## src/rtl/agc_param_ctrl.sv

```systemverilog
// agc_param_ctrl: turns synchronised key/encoder events into AGC parameters published over valid/ready
module agc_param_ctrl #(
  parameter int TGT_W       = 8,
  parameter int TGT_DEF     = 96,
  parameter int TGT_MIN     = 16,
  parameter int TGT_MAX     = 240,
  parameter int STEP_FINE   = 1,
  parameter int STEP_COARSE = 8
) (
  input  logic             clk,
  input  logic             rst_n,
  input  logic [2:0]       key_value,
  input  logic [2:0]       key_irq,
  output logic [TGT_W-1:0] agc_target,
  output logic             agc_enable,
  output logic             agc_mute,
  output logic [1:0]       atk_mode,
  output logic             fine_mode,
  output logic             param_valid,
  input  logic             param_ready
);
  typedef enum logic [1:0] {IDLE, APPLY, PUBLISH} state_t;
  typedef enum logic [1:0] {EV_KEY, EV_R, EV_L} ev_t;
  localparam logic [TGT_W-1:0] T_DEF = TGT_W'(TGT_DEF);
  localparam logic [TGT_W:0]   T_MIN = (TGT_W+1)'(TGT_MIN);
  localparam logic [TGT_W:0]   T_MAX = (TGT_W+1)'(TGT_MAX);
  localparam logic [TGT_W:0]   S_FINE = (TGT_W+1)'(STEP_FINE);
  localparam logic [TGT_W:0]   S_COARSE = (TGT_W+1)'(STEP_COARSE);
  state_t state_q, state_d;
  ev_t sel_q, sel_d;
  logic [2:0] irq_s1_q, irq_s2_q, irq_s3_q, kv_s1_q, kv_s2_q, rise;
  logic pend_key_q, pend_key_d, pend_r_q, pend_r_d, pend_l_q, pend_l_d, r_n, l_n;
  logic svc_key, svc_r;
  logic [2:0] code_q, code_d, act_q, act_d;
  logic [TGT_W-1:0] tgt_q, tgt_d, up_sat, dn_sat;
  logic [TGT_W:0] amt, sum, dif;
  logic en_q, en_d, mute_q, mute_d, fine_q, fine_d, is_key, inc, dec, changed;
  logic [1:0] atk_q, atk_d;
  assign rise = irq_s2_q & ~irq_s3_q;
  // Edges arriving while the same flag is still pending are dropped; opposing encoder steps cancel.
  always_comb begin
    svc_key = state_q == IDLE && pend_key_q;
    svc_r = state_q == IDLE && !pend_key_q && pend_r_q;
    pend_key_d = (pend_key_q & ~svc_key) | (rise[0] & ~pend_key_q);
    code_d = (rise[0] && !pend_key_q) ? kv_s2_q : code_q;
    r_n = (pend_r_q & ~svc_r) | (rise[1] & ~pend_r_q);
    l_n = (pend_l_q & ~(state_q == IDLE && !pend_key_q && !pend_r_q)) | (rise[2] & ~pend_l_q);
    pend_r_d = r_n & ~l_n;
    pend_l_d = l_n & ~r_n;
    sel_d = state_q != IDLE ? sel_q : pend_key_q ? EV_KEY : pend_r_q ? EV_R : EV_L;
    act_d = svc_key ? code_q : act_q;
  end
  // Saturating arithmetic one bit wider than the target so neither direction can wrap.
  always_comb begin
    is_key = sel_q == EV_KEY;
    amt = is_key ? S_COARSE : fine_q ? S_FINE : S_COARSE;
    sum = {1'b0, tgt_q} + amt;
    dif = {1'b0, tgt_q} - amt;
    up_sat = sum > T_MAX ? T_MAX[TGT_W-1:0] : sum[TGT_W-1:0];
    dn_sat = (dif[TGT_W] || dif < T_MIN) ? T_MIN[TGT_W-1:0] : dif[TGT_W-1:0];
    inc = sel_q == EV_R || (is_key && act_q == 3'd1);
    dec = sel_q == EV_L || (is_key && act_q == 3'd2);
    tgt_d = (is_key && act_q == 3'd6) ? T_DEF : inc ? up_sat : dec ? dn_sat : tgt_q;
    en_d = (is_key && act_q == 3'd6) ? 1'b1 : (is_key && act_q == 3'd3) ? ~en_q : en_q;
    mute_d = (is_key && act_q == 3'd6) ? 1'b0 : (is_key && act_q == 3'd5) ? ~mute_q : mute_q;
    atk_d = (is_key && act_q == 3'd6) ? 2'd0 : (is_key && act_q == 3'd4) ? atk_q + 2'd1 : atk_q;
    fine_d = (is_key && act_q == 3'd7) ? ~fine_q : fine_q;
    changed = {tgt_d, en_d, mute_d, atk_d, fine_d} != {tgt_q, en_q, mute_q, atk_q, fine_q};
  end
  always_comb begin
    state_d = state_q;
    case (state_q)
      IDLE:    state_d = (pend_key_q || pend_r_q || pend_l_q) ? APPLY : IDLE;
      APPLY:   state_d = changed ? PUBLISH : IDLE;
      PUBLISH: state_d = param_ready ? IDLE : PUBLISH;
      default: state_d = IDLE;
    endcase
  end
  always_ff @(posedge clk or negedge rst_n) begin
    if (!rst_n) begin
      state_q <= IDLE;
      sel_q <= EV_KEY;
      {irq_s1_q, irq_s2_q, irq_s3_q, kv_s1_q, kv_s2_q} <= '0;
      {pend_key_q, pend_r_q, pend_l_q} <= '0;
      code_q <= '0;
      act_q <= '0;
      tgt_q <= T_DEF;
      en_q <= 1'b1;
      mute_q <= 1'b0;
      atk_q <= '0;
      fine_q <= 1'b1;
    end else begin
      state_q <= state_d;
      sel_q <= sel_d;
      {irq_s1_q, irq_s2_q, irq_s3_q} <= {key_irq, irq_s1_q, irq_s2_q};
      {kv_s1_q, kv_s2_q} <= {key_value, kv_s1_q};
      {pend_key_q, pend_r_q, pend_l_q} <= {pend_key_d, pend_r_d, pend_l_d};
      code_q <= code_d;
      act_q <= act_d;
      if (state_q == APPLY) begin
        tgt_q <= tgt_d;
        en_q <= en_d;
        mute_q <= mute_d;
        atk_q <= atk_d;
        fine_q <= fine_d;
      end
    end
  end
  assign agc_target = tgt_q;
  assign agc_enable = en_q;
  assign agc_mute = mute_q;
  assign atk_mode = atk_q;
  assign fine_mode = fine_q;
  assign param_valid = state_q == PUBLISH;
endmodule

```

## config.mk

```make
export PLATFORM = sky130hd
export DESIGN_NAME = agc_param_ctrl
export DESIGN_NICKNAME = d
export VERILOG_FILES = /design/src/rtl/agc_param_ctrl.sv
export SDC_FILE = /design/constraint.sdc
export NUM_CORES = 1
export LEC_CHECK = 0
export ABC_AREA = 1
export BUFFER_PORTS_ARGS = -buffer_cell sky130_fd_sc_hd__clkbuf_2
export CORE_MARGIN = 2
export CORE_UTILIZATION = 50
export DETAILED_ROUTE_END_ITERATION = 6
export GPL_ROUTABILITY_DRIVEN = 0
export PLACE_DENSITY = 0.69
export SYNTH_ARGS = -nofsm -noshare
export SYNTH_HDL_FRONTEND = slang
export SYNTH_SLANG_ARGS = --single-unit
export TNS_END_PERCENT = 10
```

## constraint.sdc

```tcl
create_clock -name clk -period 5.27 [get_ports clk]
set_clock_uncertainty 0.05 [all_clocks]
set_input_delay 1.054 -clock clk [delete_from_list [all_inputs] [get_ports clk]]
set_output_delay 1.054 -clock clk [all_outputs]
set_load 0.05 [all_outputs]
```

* Yosys cells after proc, flatten, opt, wreduce, memory -nomap -nowiden *
Cells that the tools add are included.

storage, ports and cells
  register bits = 41
  input port bits = 9
  output and inout port bits = 14
  word-level logic and storage cells = 100

operators by class
  add/sub/neg operators = 3
  order comparisons = 2
  equality and inequality tests = 12
  multiplexer cells = 20
  bitwise gates (word level) = 24
  reduce and logical (&&, ||, !) cells = 22

operators by type and width
  kind                                                                              count
  8-bit two-way mux                                                                 5
  13-bit inequality test                                                            1
  3-bit == test (second input constant)                                             4
  1-bit logical AND                                                                 12
  2-bit two-way mux                                                                 6
  1-bit NOT                                                                         11
  8-bit by 4-bit adder with 9-bit output                                            1
  9-bit by 8-bit greater-than comparator with 1-bit output (second input constant)  1
  9-bit by 5-bit < comparator with 1-bit output (second input constant)             1
  8-bit by 4-bit subtractor with 9-bit output                                       1
  1-bit AND                                                                         8
  4-bit two-way mux                                                                 2
  3-bit by 2-bit == test with 1-bit output (second input constant)                  2
  1-bit two-way mux                                                                 6
  2-bit case mux with 3 select lines                                                1
  1-bit logical OR                                                                  5
  2-bit by 1-bit == test with 1-bit output (second input constant)                  2
  2-bit == test (second input constant)                                             2
  2-bit zero test                                                                   2
  3-bit AND                                                                         1
  3-bit by 1-bit == test with 1-bit output (second input constant)                  1
  3-bit NOT                                                                         1
  1-bit bitwise OR                                                                  3
  2-bit by 1-bit adder with 2-bit output (second input constant)                    1
  2 further kinds                                                                   3

* Depth between registers and ports, before layout *
Gate-level depths: netlist of run 1.

  depth in word-level cells = 12
  gate-level depth with buffers = 24

* Worst setup path after synthesis of run 1 *
Ideal clock, no wire load.

  path kind = reg-to-reg
  start point = reg fine_q, in the netlist fine_mode
  end point = reg state_q[1]
  library setup time = 0.120 ns
  data arrival time = 2.577 ns
  required time = 5.100 ns
  path slack = 2.523 ns
  stages on the path, launching flop included = 18
  buffers on the path = 1
  clock period less this slack = 2.747 ns
  cell sequence = dfstp_2 -> nand2_1 -> inv_1 -> ha_1 -> ha_1 -> nand3_2 -> nand2_2 -> nand4_1 -> or2_0 -> buf_2 -> nand3_1 -> nand3_1 -> xor2_1 -> nand2_1 -> nor2_1 -> nand2_1 -> o21ai_1 -> nand2_1

between the ends
  longest elaborated chain between the ends = 12

ends and longest elaborated chain
  what                                           RTL line  source
  start, declared                                37        logic en_q, en_d, mute_q, mute_d, fine_q, fine_d, is_key, inc, dec, changed;
  start signal, assigned                         105       fine_q <= fine_d;
  4-bit two-way mux (2 in a row)                 56        amt = is_key ? S_COARSE : fine_q ? S_FINE : S_COARSE;
  8-bit by 4-bit subtractor with 9-bit output    58        dif = {1'b0, tgt_q} - amt;
  9-bit by 5-bit < comparator with 1-bit output  60        dn_sat = (dif[TGT_W] || dif < T_MIN) ? T_MIN[TGT_W-1:0] : dif[TGT_W-1:0];
  1-bit logical OR                               60
  8-bit two-way mux                              60
  8-bit two-way mux (3 in a row)                 63        tgt_d = (is_key && act_q == 3'd6) ? T_DEF : inc ? up_sat : dec ? dn_sat : tgt_q;
  13-bit inequality test *                       68        changed = {tgt_d, en_d, mute_d, atk_d, fine_d} != {tgt_q, en_q, mute_q, atk_q, fine_q};
  2-bit two-way mux *                            74        APPLY: state_d = changed ? PUBLISH : IDLE;
  2-bit case mux with 3 select lines *           72        case (state_q)
  net state_d[1]                                 29        state_t state_q, state_d;
  end signal, assigned                           93        state_q <= state_d;
  end, declared                                  29

The timed path passes the listed nets; every way through them passes the cells marked *.
A chain may end at the register's enable or synchronous reset.

* Worst setup path after layout of run 1 *
  start point = reg sel_q[0]
  end point = reg state_q[1]

between the ends
  longest elaborated chain between the ends = 12

ends and longest elaborated chain
  what                                           RTL line  source
  start, declared                                30        ev_t sel_q, sel_d;
  start signal, assigned                         94        sel_q <= sel_d;
  2-bit zero test                                55        is_key = sel_q == EV_KEY;
  4-bit two-way mux                              56
  8-bit by 4-bit subtractor with 9-bit output    58
  9-bit by 5-bit < comparator with 1-bit output  60
  1-bit logical OR                               60
  8-bit two-way mux                              60
  8-bit two-way mux (3 in a row)                 63
  13-bit inequality test *                       68
  2-bit two-way mux *                            74
  2-bit case mux with 3 select lines *           72
  net state_d[1]                                 29

Marked as above.

==> impl_metrics.yaml, run 1 <==
placed_design:
  port_buffers: 22
  place_inst: 417
  post-dp-hpwl_mm: 4.13
  place_area_um2: 2730
floorplanning:
  die_area_um2: 5760
  fp.coreArea_um2: 5040
  num_rows: 26
  ios: 23
  die_w_um: 75.9
  initial_core_util: 0.512
  die_y_um: 75.9
cells_and_area:
  stdcell_area_um2: 2850
  stdcell_count: 425
  fillCellCount: 482
  syn_to_final_growth_pct: 10.2
  finalNetCount: 370
  layout-drive-gt1-share: 0.239
  diodes: 0
  multiInputGateArea_um2: 1290
  seqCellArea_um2: 1030
worst_setup_path:
  r2r_setup_slack_ns: 2.31
  path_max_fanout: 8
  required_ns: 5.40
  r2r-end: "state_q[1]"
  cp-start-kind: "flip-flop"
  arrival_ns: 3.08
  r2r-start: "sel_q[0]"
  critPathKind: "flip-flop to flip-flop"
  cp-end-kind: "flip-flop"
  reg2regPathDepth: 18
outcome:
  status: "complete, no violations"
clocking:
  postCtsSetupBuffers: 0
  clkTransAtPathRegs_ns: 0.08
  holdBufCountCts: 0
  htree_levels: 2
  cts_made_buffers: 5
  clock_latency_ns: 0.29
  cts_tree: "built"
  cts-root-buf: "clkbuf_8"
  cts_resized: 0
  cts_buffer_depth: 2
  clock_sinks: 41
sta:
  hold_viol_final: 0
  setup_viol: 0
  fmax_mhz: 338
  tightestPinTransition_ns: 1.00
  slew_headroom: 0.333
  min_period_ns: 2.96
  setup_tns_ns: 0
  slew_violations: 0
  period_share: 0.561
  rsz0062_at_grt: "false"
detailed_routing:
  avgRoutedWirePerCell_um: 12.5
  wl_mm: 5.33
  first_iter_violations: 157
  drc: 0
  viasPerCell: 5.13
  dr.pass1.iters: 5
  vias: 2179
  drt.antenna.violating_nets: 0
synthesis:
  yosysSeqAreaShare: 0.399
  ys_warn_count: 0
  synth_seq_cells: 41
  synthCells: 331
  syn-num-nets: 347
  synth.distinct_cells: 39
  syn_area_per_cell_um2: 7.80
  syn_area_um2: 2580
hold_path:
  min_from: "kv_s1_q[1]"
  min_delay_path_depth: 0
  hp-class: "flip-flop to flip-flop"
  whs_endpoint: "kv_s2_q[1]"
global_route:
  grt_pass1_wl_mm: 8.92
  antenna_found_initial: 0
  track_usage: 0.206
  grt_max_degree: 42
  grt_overflow: 0
  grt_pass1_vias: 2004
run:
  maxCapViolations: 0
## metal layers
metal	vias up	global-route usage	wire length, um
li1	1109	-	-
met1	1009	0.259	2410
met2	53	0.361	2610
met3	8	0.0384	232
met4	0	0.0604	74
met5	-	0	0
## registers in the layout, indices dropped and copies added, names as in the netlist
name and cells:
agc_enable 1, kv_s1_q 3, act_q 3, kv_s2_q 3, pend_key_q 1, sel_q 2, irq_s3_q 3, agc_mute 1
fine_mode 1, irq_s2_q 3, state_q 2, pend_l_q 1, code_q 3, agc_target 8, pend_r_q 1, irq_s1_q 3
atk_mode 2
## cell usage in the layout (no fill, tap or decap), types with 7 or more instances in the layout
master    instances
nand4_1          11
clkbuf_2         22
inv_1            39
nand2_1          81
nand3_2          10
nand3_1          23
inv_2             9
nor2_1           21
dfrtp_1          37
ha_1              7
nand2_2          13
o21ai_0          20
## cell type report
class	count	share of cell area
multi-input combinational	232	0.455
clock buffer	5	0.0242
tap	70	0.0308
timing repair buffer	22	0.0387
clock inverter	3	0.0163
inverter	52	0.0730
sequential	41	0.362
## cell usage after synthesis (all sizes together)
cell / number / area [um^2]
nand2: 98 / 430
inv: 51 / 204
dfrtp: 37 / 926
nand3: 33 / 215
nor2: 27 / 130
o21ai: 25 / 140
nand4: 11 / 68.8
ha: 7 / 87.6
a21oi: 6 / 30.0
buf: 5 / 46.3
nor3: 5 / 25.0
dfstp: 4 / 105
mux2: 3 / 33.8
xnor2: 3 / 26.3
a31oi: 2 / 12.5
nand3b: 2 / 15.0
nor4: 2 / 12.5
xor2: 2 / 17.5
a221oi: 1 / 8.76
clkbuf: 1 / 3.75
clkinv: 1 / 3.75
mux2i: 1 / 10.0
nor3b: 1 / 7.51
o21a: 1 / 7.51
or2: 1 / 6.26
or3b: 1 / 8.76
## cell families after synthesis
logic type                 synth area share
DFF                                   0.399
AOI/OAI and AO/OA                    0.0770
and+or+nand+nor                       0.356
muxes                                0.0170
buffers and inverters                0.0998
xor gates and xnor gates             0.0170
adders and majority gates            0.0339
## worst max path at each step
stage	endpoint	from	slack [ns]
floorplan	state_q[1]	fine_mode	2.52
global placement	state_q[1]	fine_mode	2.47
detailed placement	state_q[1]	sel_q[0]	2.36
CTS	state_q[1]	sel_q[0]	2.35
global route	state_q[1]	sel_q[0]	1.93
finish	state_q[1]	sel_q[0]	2.31
## through the flow
step            util  hold WS (ns)  setup slack [ns]
3_3_place_gp   0.541         0.282              2.47
4_1_cts        0.564         0.304              2.35
2_1_floorplan      -         0.281              2.52
6_report       0.564         0.301              2.31
3_5_place_dp   0.541         0.290              2.36
5_1_grt        0.564         0.309              1.93
## critical path: stages, from the launching register on
cell and delay (ns):
dfrtp_1 0.42, nor2_1 0.06, inv_1 0.10, nand2_1 0.12, inv_1 0.10, ha_1 0.25
ha_1 0.23, nand3_2 0.10, nand2_2 0.10, nand4_1 0.09, or2_0 0.37, nand3_1 0.14
nand3_1 0.12, xor2_1 0.16, nand2_1 0.07, nor2_1 0.08, nand2_1 0.08, o21ai_1 0.16
nand2_1 0.07
Power of run 1 is left out: the tool's default activity adds up to more than one toggle a clock period on the data nets, which glitch-free logic cannot reach.
==> inputs of run 2 (changes only) <==
Clock period 5.27 ns to 3.1 ns, I/O delays scaled along.
==> run 2 against run 1 <==
Via count decreased by 1.3%. Sequential cell count unchanged. Non-clock buffer count increased by 2. Routed wire length increased by 1.0%. Register-to-register slack got worse by 2.1 ns. Critical path type unchanged. Cell count increased by 0.47%.
==> impl_metrics.yaml, run 2 (synthesized netlist as in run 1, its figures left out) <==
worst_setup_path:
  cp-end-kind: "flip-flop"
  required_ns: 3.23
  cpPeakStageDelay_ns: 0.56
  path_max_fanout: 6
  r2r_setup_slack_ns: 0.23
  reg2regPathDepth: 19
  critPathKind: "flip-flop to flip-flop"
  r2r-start: "fine_mode"
  cpMostUsedCell: "nand2_1"
  cp_top_family: "simple AND/OR/NAND/NOR gates"
  crit_chain: "nand2_1, inv_1, ha_1, ha_1, nand3_2, nand2_2, nand3_1, nand2_1, nand2_1, nor2_1, nand3_2, nand3_1, nand3_2, nand2_1, nand3_2, nor2_2, nand2_1, o21ai_1, nand2_1"
  path_buf_inv: 1
  arrival_ns: 3.00
  cpMaxStageDelayCell: "dfstp_2"
  cp-start-kind: "flip-flop"
  r2r-end: "state_q[1]"
sta:
  slew_violations: 0
  setup_viol: 0
  fmax_mhz: 349
  tightestPinTransition_ns: 0.993
  setup_tns_ns: 0
  rsz0062_at_grt: "false"
  period_share: 0.925
  min_period_ns: 2.87
  slew_headroom: 0.338
  hold_viol_final: 0
hold_path:
  min_from: "irq_s1_q[1]"
  min_delay_path_depth: 0
  whs_endpoint: "irq_s2_q[1]"
  hp-class: "flip-flop to flip-flop"
global_route:
  grt_max_degree: 42
  antenna_found_initial: 0
  grt_overflow: 0
  grt_pass1_vias: 1972
  grt_pass1_wl_mm: 8.65
  track_usage: 0.200
clocking:
  cts-root-buf: "clkbuf_8"
  htree_levels: 2
  cts_buffer_depth: 2
  holdBufCountCts: 0
  clock_latency_ns: 0.28
  clock_sinks: 41
  cts_tree: "built"
  cts_made_buffers: 5
  clkTransAtPathRegs_ns: 0.08
detailed_routing:
  drc: 0
  drt.antenna.violating_nets: 0
  vias: 2151
  first_iter_violations: 146
  dr.pass1.iters: 4
  viasPerCell: 5.04
  avgRoutedWirePerCell_um: 12.6
  wl_mm: 5.38
cells_and_area:
  post-route-util: 0.567
  layout-drive-gt1-share: 0.244
  diodes: 0
  finalNetCount: 372
  stdcell_area_um2: 2860
  largest_reg_flops: 8
  final_cell_mix: "nand2_1 (81), inv_1 (39), dfrtp_1 (37)"
  syn_to_final_growth_pct: 10.8
  layout_commonest_cell: "nand2_1"
placed_design:
  post-dp-hpwl_mm: 4.11
  port_buffers: 22
  place_area_um2: 2740
floorplanning:
  num_rows: 26
  die_y_um: 75.9
  initial_core_util: 0.512
  ios: 23
  die_w_um: 75.9
  die_area_um2: 5760
  fp.coreArea_um2: 5040
outcome:
  status: "complete, no violations"
run:
  maxCapViolations: 0
==> run 2: cell types whose count changed in the layout (fill, tap and decap cells not counted), sizes merged <==
| cell | change |
|---|---|
| buf | +2 |
==> run 2: worst max path at each step <==
stage | from | endpoint | slack, ns | depth (start not counted)
6_report | fine_mode | state_q[1] | 0.23 | 19
5_1_grt | fine_mode | state_q[1] | 0.02 | 19
4_1_cts | sel_q[0] | state_q[1] | 0.21 | 18
3_5_place_dp | sel_q[0] | state_q[1] | 0.21 | 18
3_3_place_gp | fine_mode | state_q[1] | 0.30 | 16
2_1_floorplan | fine_mode | state_q[1] | 0.35 | 17
==> run 2: layout make-up <==
| type | count | area (um^2) |
|---|---|---|
| Tap cell | 70 | 87.6 |
| Fill cell | 486 | 2180 |
| Timing Repair Buffer | 24 | 125 |
| Inverter | 52 | 208 |
| Clock buffer | 5 | 68.8 |
| Sequential cell | 41 | 1030 |
| Clock inverter | 3 | 46.3 |
| Multi-Input combinational cell | 232 | 1290 |
==> run 2: per-layer routing <==
layer | share of wire | track usage | vias up | wire [um]
li1 | - | - | 1114 | -
met1 | 0.45 | 0.254 | 968 | 2430
met2 | 0.48 | 0.342 | 61 | 2570
met3 | 0.051 | 0.0265 | 8 | 273
met4 | 0.019 | 0.0838 | 0 | 102
met5 | 0 | 0 | - | 0
==> run 2: repair_timing <==
action,in CTS,in global routing
setup buffers,0,1
endpoints found under the setup margin,0,1
gates resized for setup,0,1
==> run 2: through the flow <==
stage	setup WS, ns	cells	hold slack [ns]
floorplan	0.353	331	0.274
global placement	0.300	418	0.282
detailed placement	0.213	418	0.287
CTS	0.207	426	0.306
global route	0.0205	427	0.319
finish	0.234	427	0.303
Power of run 2 is left out for the same reason.
==> inputs of run 3 (changes only) <==
Settings changed: CORE_UTILIZATION 50 to 40, PLACE_DENSITY 0.69 to default.
Clock period 3.1 ns to 2.6 ns, I/O delays scaled along.
==> run 3 against run 2 <==
The flow now finishes with violations (negative setup slack). Worst hold slack got worse by 0.26 ns. Routed wire length rose by 9.5%. Highest routed layer unchanged. Global-route usage fell by 2.6 points. Sequential share of layout area fell by 2.1 points. First-iteration DRC count fell by 45%. Utilization fell by 8.6 points. Register-to-register slack got worse by 0.26 ns. Maximum frequency rose by 9.1%. Non-clock buffer count rose by 10. Critical path type unchanged. Largest cell class unchanged. Cell count rose by 4.0%.
==> impl_metrics.yaml, run 3 (synthesized netlist as in run 1, its figures left out) <==
clocking:
  clock_latency_ns: 0.29
  clkTransAtPathRegs_ns: 0.08
  clock_sinks: 41
  cts_made_buffers: 5
  holdBufCountCts: 0
  cts_tree: "built"
  cts_buffer_depth: 2
  cts-root-buf: "clkbuf_8"
  htree_levels: 2
detailed_routing:
  vias: 2205
  drc: 0
  first_iter_violations: 80
  dr.pass1.iters: 4
  avgRoutedWirePerCell_um: 13.3
  drt.antenna.violating_nets: 0
  viasPerCell: 4.97
  wl_mm: 5.89
cells_and_area:
  final_cell_mix: "nand2_1 (78), inv_1 (37), dfrtp_1 (37)"
  layout_commonest_cell: "nand2_1"
  diodes: 0
  layout-drive-gt1-share: 0.302
  seqCellArea_um2: 1030
  stdcell_area_um2: 3040
  fillCellCount: 651
  largest_reg_flops: 8
  finalNetCount: 382
  multiInputGateArea_um2: 1380
  syn_to_final_growth_pct: 17.6
worst_setup_path:
  reg2regPathDepth: 16
  arrival_ns: 2.76
  path_max_fanout: 8
  cp-start-kind: "flip-flop"
  crit_start: "fine_mode"
  worstSetupEndpoint: "state_q[1]"
  r2r_setup_slack_ns: -0.03
  required_ns: 2.73
  r2r-start: "fine_mode"
  critPathKind: "flip-flop to flip-flop"
  cp-end-kind: "flip-flop"
  r2r-end: "state_q[1]"
sta:
  period_share: 1.01
  hold_viol_final: 0
  slew_violations: 0
  setup_slack_ns: -0.0266
  rsz0062_at_grt: "true"
  tightestPinTransition_ns: 0.549
  whs_ns: 0.0389
  slew_headroom: 0.634
  min_period_ns: 2.63
  setup_viol: 1
  fmax_mhz: 381
floorplanning:
  die_w_um: 84.4
  die_y_um: 84.4
  fp.coreArea_um2: 6310
  ios: 23
  num_rows: 29
  die_area_um2: 7110
  initial_core_util: 0.409
global_route:
  track_usage: 0.174
  grt_pass1_vias: 2022
  grt_overflow: 0
  grt_max_degree: 21
  grt_pass1_wl_mm: 9.80
  antenna_found_initial: 0
placed_design:
  place_area_um2: 2860
  post-dp-hpwl_mm: 4.51
  port_buffers: 22
outcome:
  violations: "negative setup slack"
  status: "finished, violations left"
run:
  maxCapViolations: 0
hold_path:
  hp-class: "primary input to async pin"
## run 3: cell count changes in the layout (fill, tap and decap cells not counted)
cell | previous run | this run
buf_4 | 2 | 12
ha_1 | 7 | 2
ha_4 | 0 | 4
nand3_1 | 23 | 19
nand3_2 | 10 | 14
nand2_1 | 81 | 78
inv_1 | 39 | 37
nand2_2 | 13 | 15
ha_2 | 0 | 1
inv_2 | 9 | 10
inv_4 | 1 | 2
nand2_4 | 4 | 5
nor2_2 | 5 | 4
nor2_4 | 0 | 1
## run 3: layer usage
metal / up-vias / GRT usage / share of wire
met1: 1024 / 0.227 / 0.45
met2: 40 / 0.296 / 0.49
met4: 0 / 0.0491 / 0.016
met5: - / 0 / 0
met3: 8 / 0.0354 / 0.042
li1: 1133 / - / -
## run 3: repair_timing
| action | 4_1_cts | 5_1_grt |
|---|---|---|
| endpoints found under the setup margin | 1 | 1 |
| cloned | 0 | 0 |
| gates resized for setup | 11 | 3 |
| pin swaps | 1 | 0 |
| endpoints found under the hold margin | 0 | 0 |
| setup buffers | 0 | 0 |
## run 3: per-stage QoR
step | setup slack [ns] | util | std cells | setup TNS (ns)
2_1_floorplan | 0.000946 | - | 331 | 0
3_3_place_gp | -0.00663 | 0.453 | 436 | -0.00663
3_5_place_dp | -0.0727 | 0.453 | 436 | -0.0727
4_1_cts | -0.00913 | 0.479 | 444 | -0.00913
5_1_grt | -0.232 | 0.481 | 444 | -0.232
6_report | -0.0266 | 0.481 | 444 | -0.0266
## run 3: worst max-delay path, cell delays in order (launching register included)
cell and delay [ns]:
dfstp_2 0.56, nand2_4 0.08, inv_4 0.08, ha_4 0.13, ha_4 0.13, nand3_2 0.09, nand2_2 0.11, nand4_1 0.09
or2_1 0.33, nand3_1 0.14, nand3_1 0.13, xor2_1 0.17, nand2_1 0.07, nor2_1 0.08, nand2_1 0.05, o21ai_1 0.14
nand2_1 0.08
## run 3: cell type report
| cell class | instances | area share |
|---|---|---|
| multi-input combinational | 232 | 0.456 |
| sequential | 41 | 0.340 |
| inverter | 52 | 0.0692 |
| clock inverter | 3 | 0.0152 |
| tap | 77 | 0.0317 |
| clock buffer | 5 | 0.0227 |
| timing repair buffer | 34 | 0.0659 |
## run 3: worst min path at each step
stage / cells after the start / from / to / slack (ns)
2_1_floorplan: 0 / rst_n / act_q[0] / 0.17
3_3_place_gp: 0 / irq_s1_q[1] / irq_s2_q[1] / 0.28
3_5_place_dp: 0 / irq_s1_q[1] / irq_s2_q[1] / 0.29
4_1_cts: 1 / rst_n / atk_mode[1] / 0.04
5_1_grt: 1 / rst_n / atk_mode[0] / 0.04
6_report: 1 / rst_n / atk_mode[0] / 0.04
Power of run 3 is left out for the same reason.
